===== src/rtl/wfg_core_sequencer_if.sv =====
// Interface: wfg_core_sequencer_if
// Bundles the register-file controls feeding the sequencer and the timing
// strobes it drives towards the stimulus and driver blocks.
// Optional macro WFG_CORE_SEQ_FRAMECNT_EN adds the 32-bit frame_cnt_o signal.
interface wfg_core_sequencer_if #(
  parameter int SUBW  = 16,
  parameter int SYNCW = 8
);
  logic             ctrl_en_q_i;
  logic [SUBW-1:0]  cfg_subcycle_q_i;
  logic [SYNCW-1:0] cfg_sync_q_i;
  logic             wfg_subcycle_o;
  logic             wfg_sync_o;
  logic [SYNCW-1:0] wfg_subcycle_cnt_o;
  logic             active_o;
`ifdef WFG_CORE_SEQ_FRAMECNT_EN
  logic [31:0]      frame_cnt_o;
`endif

  // Register-file side: drives enable and configuration, observes strobes
  modport master (
    output ctrl_en_q_i, cfg_subcycle_q_i, cfg_sync_q_i,
    input  wfg_subcycle_o, wfg_sync_o, wfg_subcycle_cnt_o, active_o
`ifdef WFG_CORE_SEQ_FRAMECNT_EN
    , input frame_cnt_o
`endif
  );

  // Sequencer side
  modport slave (
    input  ctrl_en_q_i, cfg_subcycle_q_i, cfg_sync_q_i,
    output wfg_subcycle_o, wfg_sync_o, wfg_subcycle_cnt_o, active_o
`ifdef WFG_CORE_SEQ_FRAMECNT_EN
    , output frame_cnt_o
`endif
  );
endinterface


===== src/rtl/wfg_core_sequencer.sv =====
// Module: wfg_core_sequencer
// Divides clk into subcycles of (sub+1) clocks and groups (sync+1) subcycles
// into a frame. Configuration is shadowed and only picked up at frame
// boundaries; dropping the enable lets the current frame run to completion.
// Optional macro WFG_CORE_SEQ_FRAMECNT_EN adds a completed-frame counter.
module wfg_core_sequencer #(
  parameter int SUBW  = 16,
  parameter int SYNCW = 8
) (
  input  logic                 clk,
  input  logic                 rst_n,
  wfg_core_sequencer_if.slave  bus
);

  typedef enum logic [1:0] {
    IDLE,
    RUN,
    STOP
  } seqState_t;

  seqState_t        r_state;
  logic [SUBW-1:0]  r_scCnt;
  logic [SYNCW-1:0] r_syCnt;
  logic [SUBW-1:0]  r_subSh;
  logic [SYNCW-1:0] r_syncSh;

  logic w_en;
  logic w_active;
  logic w_scEnd;
  logic w_frEnd;

  assign w_en     = bus.ctrl_en_q_i;
  assign w_active = (r_state != IDLE);
  assign w_scEnd  = (r_scCnt == r_subSh);
  assign w_frEnd  = w_scEnd && (r_syCnt == r_syncSh);

  // Sequencer FSM plus subcycle/frame counters and configuration shadows
  always_ff @(posedge clk or negedge rst_n) begin
    if (!rst_n) begin
      r_state  <= IDLE;
      r_scCnt  <= '0;
      r_syCnt  <= '0;
      r_subSh  <= '0;
      r_syncSh <= '0;
    end else begin
      case (r_state)
        IDLE: begin
          if (w_en) begin
            r_state  <= RUN;
            r_scCnt  <= '0;
            r_syCnt  <= '0;
            r_subSh  <= bus.cfg_subcycle_q_i;
            r_syncSh <= bus.cfg_sync_q_i;
          end
        end
        RUN, STOP: begin
          if (w_scEnd) begin
            r_scCnt <= '0;
            if (w_frEnd) begin
              r_syCnt  <= '0;
              r_subSh  <= bus.cfg_subcycle_q_i;
              r_syncSh <= bus.cfg_sync_q_i;
            end else begin
              r_syCnt <= r_syCnt + 1'b1;
            end
          end else begin
            r_scCnt <= r_scCnt + 1'b1;
          end

          if (r_state == RUN) begin
            if (!w_en) r_state <= STOP;
          end else if (w_frEnd) begin
            r_state <= w_en ? RUN : IDLE;
          end else if (w_en) begin
            r_state <= RUN;
          end
        end
        default: r_state <= IDLE;
      endcase
    end
  end

  assign bus.wfg_subcycle_o     = w_active && w_scEnd;
  assign bus.wfg_sync_o         = w_active && w_frEnd;
  assign bus.wfg_subcycle_cnt_o = r_syCnt;
  assign bus.active_o           = w_active;

`ifdef WFG_CORE_SEQ_FRAMECNT_EN
  logic [31:0] r_frameCnt;

  // Completed-frame counter, restarted whenever the sequencer starts from idle
  always_ff @(posedge clk or negedge rst_n) begin
    if (!rst_n) begin
      r_frameCnt <= '0;
    end else if ((r_state == IDLE) && w_en) begin
      r_frameCnt <= '0;
    end else if (w_active && w_frEnd) begin
      r_frameCnt <= r_frameCnt + 1'b1;
    end
  end

  assign bus.frame_cnt_o = r_frameCnt;
`endif

endmodule

===== src/flat_wrapper.sv =====
// flat-port wrapper written by rule: the top's interface ports become plain ports
module wfg_core_sequencer_flat 
#(
  parameter int SUBW  = 16,
  parameter int SYNCW = 8
)
  (clk, rst_n, bus_ctrl_en_q_i, bus_cfg_subcycle_q_i, bus_cfg_sync_q_i, bus_wfg_subcycle_o, bus_wfg_sync_o, bus_wfg_subcycle_cnt_o, bus_active_o);
  wfg_core_sequencer_if #(.SUBW(SUBW), .SYNCW(SYNCW)) bus_i ();
  input  logic clk;
  input  logic rst_n;
  input wire logic [$bits(bus_i.ctrl_en_q_i)-1:0] bus_ctrl_en_q_i;
  input wire logic [$bits(bus_i.cfg_subcycle_q_i)-1:0] bus_cfg_subcycle_q_i;
  input wire logic [$bits(bus_i.cfg_sync_q_i)-1:0] bus_cfg_sync_q_i;
  output wire logic [$bits(bus_i.wfg_subcycle_o)-1:0] bus_wfg_subcycle_o;
  output wire logic [$bits(bus_i.wfg_sync_o)-1:0] bus_wfg_sync_o;
  output wire logic [$bits(bus_i.wfg_subcycle_cnt_o)-1:0] bus_wfg_subcycle_cnt_o;
  output wire logic [$bits(bus_i.active_o)-1:0] bus_active_o;
  assign bus_i.ctrl_en_q_i = bus_ctrl_en_q_i;
  assign bus_i.cfg_subcycle_q_i = bus_cfg_subcycle_q_i;
  assign bus_i.cfg_sync_q_i = bus_cfg_sync_q_i;
  assign bus_wfg_subcycle_o = bus_i.wfg_subcycle_o;
  assign bus_wfg_sync_o = bus_i.wfg_sync_o;
  assign bus_wfg_subcycle_cnt_o = bus_i.wfg_subcycle_cnt_o;
  assign bus_active_o = bus_i.active_o;
  wfg_core_sequencer #(.SUBW(SUBW), .SYNCW(SYNCW)) u_core (.clk(clk), .rst_n(rst_n), .bus(bus_i));
endmodule

===== config.mk =====
export PLATFORM = sky130hd
export DESIGN_NAME = wfg_core_sequencer_flat
export DESIGN_NICKNAME = d
export VERILOG_FILES = /design/src/rtl/wfg_core_sequencer_if.sv /design/src/rtl/wfg_core_sequencer.sv /design/src/flat_wrapper.sv
export SDC_FILE = /design/constraint.sdc
export NUM_CORES = 1
export LEC_CHECK = 0
export ABC_AREA = 1
export CORE_ASPECT_RATIO = 1.1
export CORE_UTILIZATION = 40
export CTS_CLUSTER_DIAMETER = 120
export DETAILED_ROUTE_END_ITERATION = 10
export HOLD_SLACK_MARGIN = 0.1
export SLEW_MARGIN = 30
export SYNTH_ARGS = -nofsm -noshare
export SYNTH_HDL_FRONTEND = slang
export SYNTH_SLANG_ARGS = --single-unit
export TNS_END_PERCENT = 1

===== constraint.sdc =====
create_clock -name clk -period 3 [get_ports clk]
set_clock_uncertainty 0.1 [all_clocks]
set_input_delay 0.6 -clock clk [delete_from_list [all_inputs] [get_ports clk]]
set_output_delay 0.6 -clock clk [all_outputs]
set_load 0.1 [all_outputs]

## Word-level counts from Yosys, hierarchy flattened

Index checks and enable logic that the tools add are counted.

- Muxes and demuxes: 21
- Equality and inequality tests: 8
- Reductions and logical operators: 10
- $add $sub $neg: 2

Operators by type and width:

| cell | count |
|---|---|
| 16-bit 2-to-1 mux | 5 |
| 16-bit case mux with 2 select lines | 2 |
| 8-bit 2-to-1 mux | 6 |
| 8-bit case mux with 2 select lines | 2 |
| 16-bit by 1-bit adder with 16-bit output (second input constant) | 1 |
| 16-bit == test | 1 |
| 8-bit by 1-bit adder with 8-bit output (second input constant) | 1 |
| 8-bit == test | 1 |
| 2-bit 2-to-1 mux | 4 |
| 2-bit by 1-bit != test with 1-bit output (second input constant) | 2 |
| 2-bit case mux with 2 select lines | 1 |
| 4-bit AND reduction | 1 |
| 2-bit nonzero test | 2 |
| 1-bit logical AND | 3 |
| 3-bit != test (second input constant) | 1 |
| 3-bit AND reduction | 1 |
| 2-bit by 1-bit == test with 1-bit output (second input constant) | 1 |
| 2-bit == test (second input constant) | 1 |
| 2-bit logical NOT | 1 |
| 2-bit != test (second input constant) | 1 |
| 2-bit AND reduction | 1 |
| 2-bit OR reduction | 1 |
| 1-bit 2-to-1 mux | 1 |

- Word-level logic and storage cells: 46
- Flip-flop bits (word level): 50

## Logic depth before layout (Yosys ltp)

- Depth after elaboration: 5
- Mapped depth: 12
- Mapped depth without buffers: 11

## Least setup slack after synthesis

Ideal clock, no wire load.

- Path kind: reg-to-output
- Start: register u_core.r_syCnt[0], in the netlist u_core.bus.wfg_subcycle_cnt_o[0]
- End: output bus_wfg_sync_o
- Data arrival time: 2358 ps
- Required time: 2300 ps
- Slack: -58 ps
- Cell stages (with the launch flop): 9
- Buffers on the path: 0
- Path through: dfrtp_1 > inv_1 > nand2_1 > nand2_1 > nor2_1 > nand2_1 > nor2_2 > nand4_1 > inv_1

- Longest elaborated chain between the ends: 3

RTL lines:

| what | line | RTL |
|---|---|---|
| start: declaration | wfg_core_sequencer.sv:23 | `logic [SYNCW-1:0] r_syCnt;` |
| start signal: assignment | wfg_core_sequencer.sv:64 | `r_syCnt <= r_syCnt + 1'b1;` |
| 8-bit == test | wfg_core_sequencer.sv:35 | `assign w_frEnd = w_scEnd && (r_syCnt == r_syncSh);` |
| 1-bit logical AND | wfg_core_sequencer.sv:35 |  |
| 1-bit logical AND | wfg_core_sequencer.sv:84 | `assign bus.wfg_sync_o = w_active && w_frEnd;` |
| end: declaration | flat_wrapper.sv:15 | `output wire logic [$bits(bus_i.wfg_sync_o)-1:0] bus_wfg_sync_o;` |

Every way passes these cells.

## Worst setup path after layout

- Start: register u_core.r_scCnt[9]
- End: output bus_wfg_subcycle_o

- Longest elaborated chain between the ends: 2

RTL lines:

| what | line | RTL |
|---|---|---|
| start: declaration | wfg_core_sequencer.sv:22 | `logic [SUBW-1:0] r_scCnt;` |
| start signal: assignment | wfg_core_sequencer.sv:67 | `r_scCnt <= r_scCnt + 1'b1;` |
| 16-bit == test | wfg_core_sequencer.sv:34 | `assign w_scEnd = (r_scCnt == r_subSh);` |
| 1-bit logical AND | wfg_core_sequencer.sv:83 | `assign bus.wfg_subcycle_o = w_active && w_scEnd;` |
| end: declaration | flat_wrapper.sv:14 | `output wire logic [$bits(bus_i.wfg_subcycle_o)-1:0] bus_wfg_subcycle_o;` |

Every way passes these cells.

==> run_summary.xml <==
<?xml version="1.0" encoding="UTF-8"?>
<metrics>
  <group name="outcome">
    <metric name="outcome" unit="">finished, violations left</metric>
    <metric name="violations" unit="">DRC</metric>
  </group>
  <group name="critical_path">
    <metric name="critical_path_required" unit="ns">2.30</metric>
    <metric name="timing.critical_path.to_type" unit="">output pin</metric>
    <metric name="reg2reg_to" unit="">u_core.r_scCnt[12]$_DFFE_PN0P_</metric>
    <metric name="crit_path_max_incr_delay" unit="ns">0.47</metric>
    <metric name="reg2reg_setup_slack" unit="ns">0.83</metric>
    <metric name="timing.reg2reg.worst_path_depth" unit="">9</metric>
    <metric name="crit_path_cell_trace" unit="">xor2_1, nor2_1, nand2_1, nor2_4, nand2_2, nor2_1, buf_12</metric>
    <metric name="crit_family" unit="">simple AND/OR/NAND/NOR gates</metric>
    <metric name="r2r-start" unit="">u_core.r_state[0]$_DFFE_PN0P_</metric>
    <metric name="worstSetupStartpointType" unit="">flip-flop</metric>
    <metric name="critical_path_buf_inv_count" unit="">1</metric>
    <metric name="critical_path.slowest_cell" unit="">dfrtp_1</metric>
    <metric name="path_class" unit="">flip-flop to output pin</metric>
    <metric name="timing.critical_path.fanout_max" unit="">6</metric>
    <metric name="cpMostUsedCell" unit="">nor2_1</metric>
    <metric name="worst_ep_arrival_time" unit="ns">1.86</metric>
  </group>
  <group name="clock_tree">
    <metric name="clock_tree.buffer_depth" unit="">2</metric>
    <metric name="cts_sinks" unit="">50</metric>
    <metric name="post_cts_hold_buffer_count" unit="">0</metric>
    <metric name="worst_setup_hold_path_clk_slew" unit="ns">0.10</metric>
    <metric name="cts_tree" unit="">done</metric>
    <metric name="worst_skew_pair.late_latency" unit="ns">0.30</metric>
    <metric name="cts_buffers" unit="">5</metric>
    <metric name="post_cts.repair.setup_buffers" unit="">0</metric>
    <metric name="ctsResizeCount" unit="">0</metric>
    <metric name="cts.htree.levels" unit="">2</metric>
    <metric name="clockRootBuffer" unit="">clkbuf_8</metric>
  </group>
  <group name="floorplan">
    <metric name="starting_utilization_of_the_core_area" unit="%">41.9</metric>
    <metric name="core-area" unit="sq um">7130</metric>
    <metric name="total_die_area" unit="sq um">7820</metric>
    <metric name="num_rows" unit="">32</metric>
    <metric name="dieWidth" unit="um">84.4</metric>
    <metric name="num_io_pins" unit="">38</metric>
    <metric name="floorplan.die.height" unit="um">92.6</metric>
  </group>
  <group name="route">
    <metric name="drt_first_iter_violations" unit="">105</metric>
    <metric name="detail_route.drc_violations" unit="">7</metric>
    <metric name="final_antenna_net_count" unit="">0</metric>
    <metric name="post_drt_wl_per_cell" unit="um">11.9</metric>
    <metric name="route.vias.total" unit="">2526</metric>
    <metric name="dr_pass1_iterations" unit="">7</metric>
    <metric name="routed_wirelength" unit="mm">6.25</metric>
    <metric name="via_per_inst" unit="">4.79</metric>
  </group>
  <group name="place">
    <metric name="pre_cts_ws" unit="ns">0.388</metric>
    <metric name="hpwl" unit="mm">4.60</metric>
    <metric name="gp_routability_congestion" unit="">0.821</metric>
    <metric name="detailed_place.area" unit="sq um">3400</metric>
    <metric name="portBuffers" unit="">37</metric>
  </group>
  <group name="timing">
    <metric name="timing.fmax" unit="MHz">391</metric>
    <metric name="slew_headroom" unit="%">56.6</metric>
    <metric name="setup_viol" unit="">0</metric>
    <metric name="worstMarginPinSlew" unit="ns">0.650</metric>
    <metric name="layout_worst_path_cycle_share" unit="%">85.3</metric>
    <metric name="timing.final.crit_period" unit="ns">2.56</metric>
    <metric name="layout_setup_ws" unit="ns">0.442</metric>
    <metric name="fin_worst_hold_slack" unit="ns">0.296</metric>
    <metric name="timing.setup.tns" unit="ns">0</metric>
    <metric name="maxSlewViolCount" unit="">0</metric>
    <metric name="grt_setup_unrepaired" unit="">false</metric>
    <metric name="number_of_hold_violations_in_the_final_report" unit="">0</metric>
  </group>
  <group name="yosys">
    <metric name="synth_top_cells_by_area" unit="">dfrtp_1 (42%), nand2_1 (18%), nand3_1 (5.9%)</metric>
    <metric name="seq_area_frac_synth" unit="%">41.9</metric>
    <metric name="synth_nets" unit="">436</metric>
    <metric name="synth_top_area_share" unit="%">41.9</metric>
    <metric name="most_instantiated_cells_after_synthesis" unit="">nand2_1 (141), dfrtp_1 (50), nor2_1 (40), inv_1 (35), nand3_1 (35)</metric>
    <metric name="post_synth_num_cell_types" unit="">28</metric>
    <metric name="postSynthRegisterBits" unit="">50</metric>
    <metric name="synth_edf_count" unit="">0</metric>
    <metric name="syn_area_per_cell" unit="sq um">7.40</metric>
    <metric name="synthMostInstantiatedCell" unit="">nand2_1</metric>
    <metric name="synth_async_sr_flop_share" unit="%">100</metric>
    <metric name="synthesis.yosys.warnings" unit="">0</metric>
    <metric name="yosysTopAreaCell" unit="">dfrtp_1</metric>
    <metric name="synth_cells" unit="">404</metric>
    <metric name="postSynth.topFlopCell" unit="">dfrtp_1</metric>
    <metric name="synthesis.area" unit="sq um">2990</metric>
  </group>
  <group name="grt">
    <metric name="first_global_vias" unit="">2471</metric>
    <metric name="grt_use_total" unit="%">18.0</metric>
    <metric name="grt_pass1_wl" unit="mm">11.3</metric>
    <metric name="initial_antenna_violation_count" unit="">0</metric>
    <metric name="globalRouteOverflowTotal" unit="">0</metric>
    <metric name="grt_max_degree" unit="">51</metric>
  </group>
  <group name="pwr">
    <metric name="register_share_of_total_power" unit="%">34.0</metric>
    <metric name="power_frac_clock" unit="%">15.3</metric>
    <metric name="vdd.ir_drop.worst" unit="mV">0.300</metric>
    <metric name="static-leakage-power" unit="nW">1.75</metric>
    <metric name="internal-power" unit="W">0.00162</metric>
    <metric name="p_comb_share" unit="%">50.7</metric>
    <metric name="power.switching" unit="W">0.00149</metric>
    <metric name="power-per-cell-area" unit="nW/um^2">885</metric>
    <metric name="power_switching_share" unit="%">48.0</metric>
  </group>
  <group name="final_layout">
    <metric name="synthToLayoutAreaGrowth" unit="%">17.6</metric>
    <metric name="antenna_cells" unit="">0</metric>
    <metric name="num-fill-cells" unit="">758</metric>
    <metric name="ff_latch_area" unit="sq um">1250</metric>
    <metric name="final_layout_size_suffix_gt1_share" unit="%">12.4</metric>
    <metric name="finalCoreUtilization" unit="%">49.3</metric>
    <metric name="final_net_count" unit="">473</metric>
    <metric name="finish.instance_area" unit="sq um">3510</metric>
    <metric name="area_of_the_multi_input_gates" unit="sq um">1470</metric>
  </group>
  <group name="job">
    <metric name="maxCapViolCount" unit="">0</metric>
  </group>
  <group name="hold_path">
    <metric name="timing.hold.worst.class" unit="">primary input to asynchronous set/reset pin</metric>
  </group>
</metrics>
## worst max path at each step
stage,cells after the start,start,to
finish,7,u_core.r_scCnt[9]$_DFFE_PN0P_,bus_wfg_subcycle_o
global route,9,u_core.r_scCnt[11]$_DFFE_PN0P_,bus_wfg_subcycle_o
CTS,7,u_core.r_scCnt[9]$_DFFE_PN0P_,bus_wfg_subcycle_o
detailed placement,9,bus_ctrl_en_q_i,u_core.r_scCnt[12]$_DFFE_PN0P_
global placement,9,bus_ctrl_en_q_i,u_core.r_scCnt[12]$_DFFE_PN0P_
floorplan,7,u_core.r_scCnt[9]$_DFFE_PN0P_,bus_wfg_subcycle_o
## area by class of cell
class / count / area share, %
Timing Repair Buffer: 41 / 11.2
Multi-Input combinational cell: 295 / 41.9
Clock buffer: 5 / 1.96
Clock inverter: 3 / 1.14
Inverter: 48 / 5.13
Sequential cell: 50 / 35.6
Tap cell: 85 / 3.03
## sequential cells by signal, summed over array words and instances, names as in the netlist
signal	flops
u_core.r_scCnt	16
u_core.r_subSh	16
u_core.bus.wfg_subcycle_cnt_o	8
u_core.r_syncSh	8
u_core.r_state	2
## power groups by stage
| stage | clock (W) | combinational (W) | sequential (W) |
|---|---|---|---|
| 2_1_floorplan | 0 | 0.00125 | 0.00113 |
| 3_3_place_gp | 0 | 0.00157 | 0.00107 |
| 3_5_place_dp | 0 | 0.00160 | 0.00107 |
| 4_1_cts | 0.000490 | 0.00160 | 0.00106 |
| 5_1_grt | 0.000515 | 0.00182 | 0.00109 |
| 6_report | 0.000475 | 0.00158 | 0.00106 |
## per-layer routing
metal,up-vias,GRT usage (%),wire length (um)
met1,1158,22.9,2950
met5,-,0,0
met4,0,3.81,24
li1,1335,-,-
met2,31,32.4,3120
met3,2,2.67,160
## worst register-to-register path: stages, from the launching register on
cell and delay (ns):
dfrtp_1 0.43, inv_1 0.08, ha_1 0.24, nand2_1 0.14, nand2_1 0.23, inv_2 0.37, buf_4 0.27, nand4_1 0.11
nand2_1 0.08, nor2_1 0.04
## logic make-up after synthesis
kind of cell / synth area share, %
XOR/XNOR: 5.28
AO/OA/AOI/OAI: 5.28
buffers and inverters: 8.84
adder cells (fa/ha/maj): 2.09
AND/OR/NAND/NOR: 36.6
flip-flops: 41.9
## placed cells by master (no fill, tap or decap), types with 5 or more instances in the layout
master,n
buf_4,13
nand3b_1,5
clkbuf_8,5
nand3_1,35
inv_1,35
o21ai_2,7
nor3_1,10
o21ai_0,7
nor2_1,40
inv_2,12
clkdlybuf4s50_1,25
nand4_1,5
ha_1,5
dfrtp_1,49
a31oi_1,5
nand2_1,141
xor2_1,18
## metrics by stage
step / power, W / cells
2_1_floorplan: 0.00239 / 404
3_3_place_gp: 0.00264 / 519
3_5_place_dp: 0.00267 / 519
4_1_cts: 0.00315 / 527
5_1_grt: 0.00342 / 527
6_report: 0.00311 / 527
Power figures use the tool's default switching activity.
